--- src/rtl/imm_gen_pipe.sv ---
// Decode-stage immediate generator: one registered output stage backed by a 1-entry skid buffer.
// Optional CSR-uimm decode is enabled by defining IMM_GEN_ZICSR_EN.
module imm_gen_pipe #(
  parameter int XLEN  = 32,
  parameter int TAG_W = 8
) (
  input  logic             clk,
  input  logic             rst_n,
  input  logic             flush,
  input  logic             in_valid,
  output logic             in_ready,
  input  logic [31:0]      in_instr,
  input  logic [TAG_W-1:0] in_tag,
  output logic             out_valid,
  input  logic             out_ready,
  output logic [XLEN-1:0]  out_imm,
  output logic [2:0]       out_fmt,
  output logic [TAG_W-1:0] out_tag
);

  typedef enum logic [2:0] {
    FMT_NONE = 3'd0,
    FMT_I    = 3'd1,
    FMT_S    = 3'd2,
    FMT_B    = 3'd3,
    FMT_U    = 3'd4,
    FMT_J    = 3'd5,
    FMT_CSR  = 3'd6,
    FMT_RSVD = 3'd7
  } fmt_e;

  typedef struct packed {
    logic [XLEN-1:0]  imm;
    fmt_e             fmt;
    logic [TAG_W-1:0] tag;
  } entry_t;

  entry_t dec;
  entry_t out_q;
  entry_t skid_q;
  logic   out_valid_q;
  logic   skid_valid_q;
  logic   accept;
  logic   out_free;

  // NOTE: combinational decode uses blocking assignments with every field defaulted
  // first, so no path leaves a field unassigned and no latch is inferred.
  always_comb begin
    dec     = '0;
    dec.tag = in_tag;
    case (in_instr[6:0])
      7'b0000011, 7'b1100111, 7'b0010011, 7'b0011011: begin
        dec.fmt = FMT_I;
        dec.imm = XLEN'($signed(in_instr[31:20]));
      end
      7'b0100011: begin
        dec.fmt = FMT_S;
        dec.imm = XLEN'($signed({in_instr[31:25], in_instr[11:7]}));
      end
      7'b1100011: begin
        dec.fmt = FMT_B;
        dec.imm = XLEN'($signed({in_instr[31], in_instr[7], in_instr[30:25],
                                 in_instr[11:8], 1'b0}));
      end
      7'b0110111, 7'b0010111: begin
        dec.fmt = FMT_U;
        dec.imm = XLEN'($signed({in_instr[31:12], 12'b0}));
      end
      7'b1101111: begin
        dec.fmt = FMT_J;
        dec.imm = XLEN'($signed({in_instr[31], in_instr[19:12], in_instr[20],
                                 in_instr[30:21], 1'b0}));
      end
`ifdef IMM_GEN_ZICSR_EN
      7'b1110011: begin
        // Only the immediate CSR forms (csrrwi/csrrsi/csrrci) carry a uimm.
        if (in_instr[14:12] inside {3'b101, 3'b110, 3'b111}) begin
          dec.fmt = FMT_CSR;
          dec.imm = XLEN'(in_instr[19:15]);
        end
      end
`endif
      default: begin
        dec.fmt = FMT_NONE;
        dec.imm = '0;
      end
    endcase
  end

  // in_ready is purely the complement of a flop, so it never depends on out_ready.
  assign in_ready = !skid_valid_q;
  assign accept   = in_valid && in_ready && !flush;
  assign out_free = !out_valid_q || out_ready;

  // NOTE: the data registers are reset (not just the valid bits) because the
  // output payload must read as zero whenever no entry is presented.
  always_ff @(posedge clk or negedge rst_n) begin
    if (!rst_n) begin
      out_valid_q  <= 1'b0;
      out_q        <= '0;
      skid_valid_q <= 1'b0;
      skid_q       <= '0;
    end else if (flush) begin
      out_valid_q  <= 1'b0;
      out_q        <= '0;
      skid_valid_q <= 1'b0;
      skid_q       <= '0;
    end else if (out_free) begin
      if (skid_valid_q) begin
        // Skid full implies in_ready=0, so no new entry can arrive this cycle.
        out_q        <= skid_q;
        out_valid_q  <= 1'b1;
        skid_valid_q <= 1'b0;
        skid_q       <= '0;
      end else if (accept) begin
        out_q       <= dec;
        out_valid_q <= 1'b1;
      end else begin
        out_q       <= '0;
        out_valid_q <= 1'b0;
      end
    end else if (accept) begin
      skid_q       <= dec;
      skid_valid_q <= 1'b1;
    end
  end

  assign out_valid = out_valid_q;
  assign out_imm   = out_q.imm;
  assign out_fmt   = out_q.fmt;
  assign out_tag   = out_q.tag;

endmodule

--- config.mk ---
export PLATFORM = sky130hd
export DESIGN_NAME = imm_gen_pipe
export DESIGN_NICKNAME = d
export VERILOG_FILES = /design/src/rtl/imm_gen_pipe.sv
export SDC_FILE = /design/constraint.sdc
export NUM_CORES = 1
export LEC_CHECK = 0
export ABC_AREA = 1
export CORE_UTILIZATION = 52
export DETAILED_ROUTE_END_ITERATION = 8
export PLACE_DENSITY = 0.89
export SLEW_MARGIN = 20
export SYNTH_ARGS = -nofsm -noshare
export SYNTH_HDL_FRONTEND = slang
export SYNTH_SLANG_ARGS = --single-unit
export TNS_END_PERCENT = 20
--- constraint.sdc ---
create_clock -name clk -period 1.5 [get_ports clk]
set_input_delay 0.225 -clock clk [delete_from_list [all_inputs] [get_ports clk]]
set_output_delay 0.225 -clock clk [all_outputs]
set_load 0.05 [all_outputs]
### Yosys cells after proc, flatten, opt, wreduce, memory -nomap -nowiden

Cells that the tools add are included.

* register bits after elaboration: 88
* input bits: 45
* output and inout port bits: 45
* logic and storage cells: 45

* eq/ne operators: 10
* mux-type cells: 16
* reductions and logical operators: 11

Operators with widths (count)
* 2-to-1 mux 43 bit: 8
* one-hot mux 35 bit (5 select lines): 1
* equality test 7 x 5 -> 1 bit, second input constant: 3
* equality test 7 bit, second input constant: 3
* equality test 7 x 6 -> 1 bit, second input constant: 2
* equality test 7 x 2 -> 1 bit, second input constant: 1
* 2-to-1 mux 1 bit: 7
* OR reduction 4 bit: 1
* zero test 1 bit: 3
* != test 3 bit, second input constant: 1
* nonzero test 3 bit: 1
* logical AND 1 bit: 2
* AND reduction 2 bit: 1
* nonzero test 2 bit: 1
* OR reduction 2 bit: 1
* logical OR 1 bit: 1

### Longest topological paths before layout

Gate-level depths: netlist of the first run.

* word-level depth: 7
* mapped depth: 12
* depth with buffers taken out: 12

### Worst setup path before layout of the first run

No wires, ideal clock.

* path type: reg-to-reg
* from: register out_valid_q, in the netlist out_valid
* to: register skid_q[16] in the netlist's numbering
* arrival time: 1.634 ns
* data required time: 1.435 ns
* slack: -0.199 ns
* cell stages (with the launch flop): 8
* path buffers: 1
* period minus slack after synthesis: 1.699 ns
* cell sequence: dfrtp_1 -> nand2_1 -> nor2_2 -> inv_1 -> nor2_4 -> buf_2 -> nand3_1 -> nand2_1

* longest elaborated chain between the ends: 4
* elaborated cells on any way between the ends: 7
* classes of those cells: eq/ne: 1; mux: 2; reduce/logical: 4

RTL lines
* start: declaration: line 41 `logic out_valid_q;`
* start signal: assignment: line 99 `out_valid_q <= 1'b0;`
* start signal: assignment: line 104 `out_valid_q <= 1'b0;`
* start signal: assignment: line 112 `out_valid_q <= 1'b1;`
* zero test 1 bit *: line 93 `assign out_free = !out_valid_q || out_ready;`
* logical OR 1 bit *: line 93
* != test 3 bit (no line) (tied with other cells)
* AND reduction 2 bit (no line) or 2-to-1 mux 43 bit (tied branches)
* end signal: assignment: line 102 `skid_q <= '0;`
* end signal: assignment: line 107 `skid_q <= '0;`
* end signal: assignment: line 114 `skid_q <= '0;`
* end: declaration: line 40 `entry_t skid_q;`

Mark *: on every way between the ends. The rest lies on a longest branch, timed or not.
A chain may end at the register's enable or synchronous reset.

### Worst setup path in the final report of the first run

* from: register skid_valid_q
* to: output in_ready

* longest elaborated chain between the ends: 1

RTL lines
* start: declaration: line 42 `logic skid_valid_q;`
* start signal: assignment: line 101 `skid_valid_q <= 1'b0;`
* start signal: assignment: line 106 `skid_valid_q <= 1'b0;`
* start signal: assignment: line 113 `skid_valid_q <= 1'b0;`
* zero test 1 bit: line 91 `assign in_ready = !skid_valid_q;`
* end: declaration: line 11 `output logic in_ready,`

Every way passes these cells.

==> flow_results.xml, run 1 <==
<?xml version="1.0" encoding="UTF-8"?>
<metrics>
  <group name="timing">
    <metric name="summed_negative_setup_slack_over_all_endpoints" unit="ps">0</metric>
    <metric name="final_hold_viol_count" unit="">0</metric>
    <metric name="finalHoldWorstSlack" unit="ps">267</metric>
    <metric name="pins_over_their_slew_limit" unit="">0</metric>
    <metric name="max_clock_freq" unit="MHz">691</metric>
    <metric name="worst_rel_slew_slack" unit="%">65.8</metric>
    <metric name="slew_at_the_pin_with_the_worst_max_slew_slack" unit="ps">513</metric>
    <metric name="fin_crit" unit="ps">1450</metric>
    <metric name="count_of_endpoints_failing_setup_in_the_final_report" unit="">0</metric>
    <metric name="fin_worst_skew" unit="ps">9.77</metric>
    <metric name="min_period_over_period" unit="%">96.5</metric>
  </group>
  <group name="cts">
    <metric name="ctsRootBufferMaster" unit="">sky130_fd_sc_hd__clkbuf_8</metric>
    <metric name="tritoncts_num_sinks" unit="">88</metric>
    <metric name="number_of_clock_buffers_inserted_by_tritoncts" unit="">9</metric>
    <metric name="worst_setup_hold_path_clk_slew" unit="ps">90</metric>
    <metric name="cts_htree_levels" unit="">3</metric>
    <metric name="clk_latency" unit="ps">360</metric>
    <metric name="tritoncts" unit="">done</metric>
    <metric name="clockBufferDepth" unit="">2</metric>
  </group>
  <group name="power">
    <metric name="worst_ir_drop_vdd" unit="uV">532</metric>
    <metric name="power.density_cell_area" unit="nW/um2">732</metric>
    <metric name="leakage" unit="nW">3.72</metric>
  </group>
  <group name="synthesis">
    <metric name="synth_simple_gate_area_share" unit="%">39.2</metric>
    <metric name="synth.area.top_cells" unit="">sky130_fd_sc_hd__dfrtp_1, sky130_fd_sc_hd__nand2_1, sky130_fd_sc_hd__nand3_1</metric>
    <metric name="synth_xor_xnor_area_share" unit="%">0</metric>
    <metric name="mappedNetlistNets" unit="">681</metric>
    <metric name="netlist_instances" unit="">636</metric>
    <metric name="summed_instance_area_of_the_synthesized_netlist" unit="um2">4620</metric>
    <metric name="yosys.cell_types.count" unit="">22</metric>
    <metric name="synth_largest_type_area_fraction" unit="%">47.7</metric>
    <metric name="synth.yosys.warnings" unit="">0</metric>
    <metric name="synth_seq_area_share" unit="%">47.7</metric>
    <metric name="synth-compound-area-share" unit="%">6.26</metric>
    <metric name="cell_type_contributing_the_most_total_cell_area_after_synthesis" unit="">sky130_fd_sc_hd__dfrtp_1</metric>
    <metric name="synth_area_per_cell" unit="um2">7.26</metric>
    <metric name="yosys.area_share.adder" unit="%">0</metric>
    <metric name="synth-seq-cells" unit="">88</metric>
    <metric name="fraction_of_synthesized_area_in_multiplexers" unit="%">0</metric>
    <metric name="main_combinational_cell_family_by_area_after_synthesis" unit="">simple AND/OR/NAND/NOR gates</metric>
  </group>
  <group name="cells_and_area">
    <metric name="nets" unit="">799</metric>
    <metric name="sequential_cell_area" unit="um2">2200</metric>
    <metric name="fillerInstances" unit="">576</metric>
    <metric name="fin_area" unit="um2">6590</metric>
    <metric name="layout_common_cells" unit="">sky130_fd_sc_hd__nand2_1, sky130_fd_sc_hd__dfrtp_1, sky130_fd_sc_hd__nand3_1</metric>
    <metric name="synthToLayoutAreaGrowth" unit="%">42.7</metric>
    <metric name="diodes" unit="">0</metric>
    <metric name="final_cell_count_no_fill" unit="">867</metric>
    <metric name="post_route_cells_drive_above_1_share" unit="%">19.4</metric>
    <metric name="final_common_cell" unit="">sky130_fd_sc_hd__nand2_1</metric>
    <metric name="multi_input_comb_area" unit="um2">2240</metric>
  </group>
  <group name="placed_design">
    <metric name="gp_congestion" unit="">0.854</metric>
    <metric name="place.detailed.instances" unit="">842</metric>
    <metric name="place.port_buffers" unit="">89</metric>
    <metric name="placed_area" unit="um2">6140</metric>
    <metric name="dp.final_hpwl" unit="um">8890</metric>
  </group>
  <group name="setup_path">
    <metric name="critPathSlowestCell" unit="">sky130_fd_sc_hd__dfrtp_1</metric>
    <metric name="worst_path_dominant_cell_family" unit="">flip-flops</metric>
    <metric name="critPathMaxFanout" unit="">9</metric>
    <metric name="timing.critical_path.cells" unit="">inv_4 &gt; buf_4 &gt; buf_6</metric>
    <metric name="worst_path_arrival" unit="ps">1220</metric>
    <metric name="critical_path_buf_inv_count" unit="">3</metric>
    <metric name="start_kind" unit="">flop</metric>
    <metric name="worst_path_max_stage_delay" unit="ps">440</metric>
    <metric name="worstSetupEndpointType" unit="">primary output</metric>
    <metric name="critPathRequiredTime" unit="ps">1270</metric>
    <metric name="worstSetupPathType" unit="">flop to primary output</metric>
  </group>
  <group name="run_status">
    <metric name="run_status" unit="">finished, final reports clean</metric>
  </group>
  <group name="routing">
    <metric name="detail_route.vias_per_cell" unit="">5.67</metric>
    <metric name="route.vias.total" unit="">4917</metric>
    <metric name="ant_nets" unit="">0</metric>
    <metric name="drt_drc" unit="">0</metric>
    <metric name="wl" unit="um">14100</metric>
    <metric name="detail_route.wl_per_cell" unit="um">16.2</metric>
    <metric name="drt_iter0_markers" unit="">685</metric>
    <metric name="dr.pass1.iters" unit="">7</metric>
  </group>
  <group name="global_routing">
    <metric name="grt_overflow" unit="">0</metric>
    <metric name="global_route_wire_length_before_repair" unit="um">21300</metric>
    <metric name="grt_start_max_net_pins" unit="">58</metric>
    <metric name="first_global_vias" unit="">4611</metric>
    <metric name="antenna_found_initial" unit="">0</metric>
    <metric name="gr_util_all_layers" unit="%">30.3</metric>
  </group>
  <group name="worst_hold_path">
    <metric name="min_path_type" unit="">input pin to async pin</metric>
  </group>
  <group name="run">
    <metric name="maxCapViolations" unit="">0</metric>
  </group>
  <group name="die">
    <metric name="top_level_ports" unit="">90</metric>
    <metric name="fp.coreArea" unit="um2">8680</metric>
    <metric name="die_h" unit="um">96.2</metric>
    <metric name="die_w" unit="um">96.2</metric>
    <metric name="dieArea" unit="um2">9260</metric>
    <metric name="start_util" unit="%">53.2</metric>
    <metric name="std_cell_rows" unit="">34</metric>
  </group>
</metrics>
## registers in the layout, indices dropped and copies added (netlist names)
register,count
skid_q,43
skid_valid_q,1
out_imm,32
out_fmt,3
out_tag,8
out_valid,1
## per-stage QoR
| step | power (mW) | worst slack, ps | utilization (%) |
|---|---|---|---|
| after global placement | 3.06 | -378 | 70.8 |
| after CTS | 4.78 | 12.3 | 73.5 |
| after detailed placement | 3.08 | -465 | 70.8 |
| after floorplan | 2.71 | 25.1 | - |
| final | 4.82 | 53.0 | 76.0 |
| after global routing | 4.99 | -14.9 | 76.0 |
## metal layers
metal	vias up	track usage (%)	part of all wire (%)
li1	2232	-	-
met4	0	15.4	4.6
met3	80	4.27	9.0
met2	332	48.4	48
met1	2273	40.0	38
met5	-	0	0
## worst paths after layout
check | startpoint | end | slack (ps) | cells past startpoint
worst max register to register | skid_valid_q | skid_q[31] | 60 | 6
max in group asynchronous | rst_n | skid_q[24] | 640 | 3
worst min register to register | skid_q[16] | skid_q[16] | 490 | 2
worst max-delay path | skid_valid_q | in_ready | 50 | 3
worst min-delay path | rst_n | skid_q[0] | 270 | 2
min in group clk | in_tag[1] | skid_q[1] | 440 | 3
## final cells by class
cell class,instances,area share [%]
multi-input combinational,483,34.0
sequential,88,33.4
timing repair buffer,135,25.2
clock buffer,11,2.15
inverter,37,2.15
tap,108,2.05
clock inverter,5,0.968
## worst reg2reg max path, stage by stage, from the launching register on
cell and delay (ps):
sky130_fd_sc_hd__dfrtp_1 440, sky130_fd_sc_hd__buf_12 200, sky130_fd_sc_hd__o22ai_4 240, sky130_fd_sc_hd__buf_12 200, sky130_fd_sc_hd__buf_12 150, sky130_fd_sc_hd__nand2_1 60
sky130_fd_sc_hd__nand2_1 90
## logic make-up (layout without fill, tap and decap cells)
group                  Yosys count  count (layout)
DFF                             88              88
AOI/OAI and AO/OA               40              40
and+or+nand+nor                439             443
buffers and inverters           69             188
## power by group
group          internal, mW  total, mW  leakage (nW)  switching (mW)
clock                 0.829       1.72         0.100           0.891
combinational         0.284      0.700          2.40           0.415
sequential             2.39       2.40          1.22          0.0130
## Yosys cell counts (all sizes together)
master / count
a22oi: 2
nand3: 51
a21oi: 2
buf: 22
clkbuf: 10
nor2: 39
inv: 37
o21ai: 4
dfrtp: 88
o22ai: 17
nand2: 349
a22o: 15
## repair_timing
item                                   CTS  global route
pin swaps                                1             8
resized for setup                        6            31
setup endpoints to repair               31            69
hold buffers                             1             0
buffers inserted                         0             1
cloned                                   0             7
endpoints found under the hold margin   27             0
Note: power is estimated with default switching activity, not from simulation.
==> inputs of run 2 (changes only) <==
--- a/config.mk
+++ b/config.mk
@@ -6,9 +6,9 @@
 export NUM_CORES = 1
 export LEC_CHECK = 0
 export ABC_AREA = 1
-export CORE_UTILIZATION = 52
+export CORE_UTILIZATION = 35
 export DETAILED_ROUTE_END_ITERATION = 8
-export PLACE_DENSITY = 0.89
+export PLACE_DENSITY = 0.67
 export SLEW_MARGIN = 20
 export SYNTH_ARGS = -nofsm -noshare
 export SYNTH_HDL_FRONTEND = slang
==> flow_results.xml, run 2 (synthesized netlist as in run 1, its figures left out) <==
<?xml version="1.0" encoding="UTF-8"?>
<metrics>
  <group name="run_status">
    <metric name="run_status" unit="">finished, final reports clean</metric>
  </group>
  <group name="timing">
    <metric name="slew_at_the_pin_with_the_worst_max_slew_slack" unit="ps">400</metric>
    <metric name="fin_worst_skew" unit="ps">10.2</metric>
    <metric name="count_of_endpoints_failing_setup_in_the_final_report" unit="">0</metric>
    <metric name="max_clock_freq" unit="MHz">697</metric>
    <metric name="fin_ws" unit="ps">64.8</metric>
    <metric name="min_period_over_period" unit="%">95.7</metric>
    <metric name="final_hold_viol_count" unit="">0</metric>
    <metric name="fin_crit" unit="ps">1440</metric>
    <metric name="worst_rel_slew_slack" unit="%">73.4</metric>
    <metric name="finalHoldWorstSlack" unit="ps">338</metric>
    <metric name="pins_over_their_slew_limit" unit="">0</metric>
  </group>
  <group name="global_routing">
    <metric name="antenna_found_initial" unit="">0</metric>
    <metric name="grt_start_max_net_pins" unit="">38</metric>
    <metric name="grt_overflow" unit="">0</metric>
    <metric name="first_global_vias" unit="">4448</metric>
    <metric name="global_route_wire_length_before_repair" unit="um">21400</metric>
    <metric name="gr_util_all_layers" unit="%">20.4</metric>
  </group>
  <group name="setup_path">
    <metric name="worstSetupEndpointType" unit="">primary output</metric>
    <metric name="critPathSlowestCell" unit="">sky130_fd_sc_hd__dfrtp_1</metric>
    <metric name="worst_path_max_stage_delay" unit="ps">440</metric>
    <metric name="start_kind" unit="">flop</metric>
    <metric name="timing.critical_path.cells" unit="">inv_4 &gt; buf_4 &gt; buf_4</metric>
    <metric name="worstSetupPathType" unit="">flop to primary output</metric>
    <metric name="path_common_cell" unit="">sky130_fd_sc_hd__buf_4</metric>
    <metric name="critPathMaxFanout" unit="">7</metric>
    <metric name="crit-reg2reg-launch" unit="">skid_valid_q</metric>
    <metric name="reg2reg_to" unit="">out_imm[31]</metric>
    <metric name="worst_r2r_path_depth" unit="">9</metric>
    <metric name="worst_path_arrival" unit="ps">1210</metric>
    <metric name="reg2reg_setup_slack" unit="ps">90</metric>
    <metric name="critPathRequiredTime" unit="ps">1270</metric>
  </group>
  <group name="run">
    <metric name="maxCapViolations" unit="">0</metric>
  </group>
  <group name="placed_design">
    <metric name="preCtsSetupSlack" unit="ps">-412</metric>
    <metric name="place.port_buffers" unit="">89</metric>
    <metric name="gp_congestion" unit="">0.911</metric>
    <metric name="dp.final_hpwl" unit="um">9210</metric>
  </group>
  <group name="cells_and_area">
    <metric name="regMostFlops" unit="">skid_q</metric>
    <metric name="diodes" unit="">0</metric>
    <metric name="post_route_cells_drive_above_1_share" unit="%">20.7</metric>
    <metric name="fillerInstances" unit="">1209</metric>
    <metric name="largest_register_ffs" unit="">43</metric>
    <metric name="finish.utilization" unit="%">54.2</metric>
    <metric name="synthToLayoutAreaGrowth" unit="%">49.4</metric>
    <metric name="multi_input_comb_area" unit="um2">2230</metric>
    <metric name="final_common_cell" unit="">sky130_fd_sc_hd__nand2_1</metric>
    <metric name="sequential_cell_area" unit="um2">2200</metric>
    <metric name="layout_common_cells" unit="">sky130_fd_sc_hd__nand2_1, sky130_fd_sc_hd__dfrtp_1, sky130_fd_sc_hd__buf_12</metric>
    <metric name="nets" unit="">802</metric>
  </group>
  <group name="cts">
    <metric name="tritoncts" unit="">done</metric>
    <metric name="clk_latency" unit="ps">360</metric>
    <metric name="worst_setup_hold_path_clk_slew" unit="ps">70</metric>
    <metric name="cts_htree_levels" unit="">3</metric>
    <metric name="clockBufferDepth" unit="">2</metric>
    <metric name="ctsRootBufferMaster" unit="">sky130_fd_sc_hd__clkbuf_16</metric>
    <metric name="number_of_clock_buffers_inserted_by_tritoncts" unit="">9</metric>
    <metric name="tritoncts_num_sinks" unit="">88</metric>
  </group>
  <group name="die">
    <metric name="std_cell_rows" unit="">41</metric>
    <metric name="die_w" unit="um">117</metric>
    <metric name="top_level_ports" unit="">90</metric>
    <metric name="die_h" unit="um">117</metric>
    <metric name="start_util" unit="%">36.3</metric>
    <metric name="dieArea" unit="um2">13700</metric>
    <metric name="fp.coreArea" unit="um2">12700</metric>
  </group>
  <group name="routing">
    <metric name="drt_iter0_markers" unit="">207</metric>
    <metric name="detail_route.vias_per_cell" unit="">4.90</metric>
    <metric name="detail_route.wl_per_cell" unit="um">14.3</metric>
    <metric name="ant_nets" unit="">0</metric>
    <metric name="dr.pass1.iters" unit="">5</metric>
    <metric name="wl" unit="um">13400</metric>
    <metric name="drt_drc" unit="">0</metric>
    <metric name="route.vias.total" unit="">4578</metric>
  </group>
  <group name="power">
    <metric name="worst_ir_drop_vdd" unit="uV">675</metric>
    <metric name="leakage" unit="nW">3.79</metric>
    <metric name="power.density_cell_area" unit="nW/um2">761</metric>
  </group>
  <group name="worst_hold_path">
    <metric name="min_path_type" unit="">input pin to async pin</metric>
  </group>
</metrics>
run 2: layer usage:
metal / track usage (%) / routed length (um) / vias to the layer above / part of all wire [%]
met2: 33.6 / 6520 / 132 / 49
met5: 0 / 0 / - / 0
li1: - / - / 2232 / -
met4: 6.33 / 186 / 0 / 1.4
met1: 26.4 / 6060 / 2197 / 45
met3: 5.05 / 618 / 17 / 4.6
run 2: final cells by class:
type | instances | area share [%]
multi-input cells | 482 | 32.4
flip-flops and latches | 88 | 31.9
repair buffers | 139 | 26.3
clock buffers | 10 | 3.32
well taps | 172 | 3.12
inverters | 37 | 2.16
clock inverters | 6 | 0.744
run 2: worst max path at each step:
stage | start | to | slack, ps | depth (start not counted)
global route | skid_valid_q | out_imm[31] | -10 | 9
floorplan | out_valid | skid_q[15] | 30 | 5
global placement | in_instr[5] | out_imm[24] | -350 | 12
detailed placement | in_instr[1] | out_imm[31] | -410 | 12
finish | skid_valid_q | in_ready | 60 | 3
CTS | in_instr[1] | out_imm[31] | -10 | 12
run 2: critical path: cells and delay by family, from the launching register on:
kind	cells	cell delay [ps]
buffers and inverters	3	420
DFF	1	440
run 2: through the flow:
| step | area, um2 | total power [mW] | std cells | setup TNS, ps |
|---|---|---|---|---|
| detailed placement | 6360 | 3.11 | 905 | -23300 |
| global route | 6900 | 5.43 | 934 | -10.6 |
| CTS | 6660 | 5.25 | 922 | -13.7 |
| global placement | 6360 | 3.09 | 905 | -19970 |
| floorplan | 4640 | 2.71 | 636 | 0 |
| finish | 6900 | 5.25 | 934 | 0 |
run 2: power breakdown:
part           internal, mW  switching [mW]  total (mW)
Combinational         0.295           0.408       0.703
Sequential             2.39          0.0139        2.41
Clock                  1.14           0.994        2.14
run 2: timing repair:
action | CTS | global route
resized for setup | 3 | 36
setup endpoints to repair | 13 | 70
setup buffers | 0 | 7
hold buffers | 1 | 0
pin swaps | 0 | 13
hold endpoints to repair | 26 | 0
gates cloned | 0 | 5
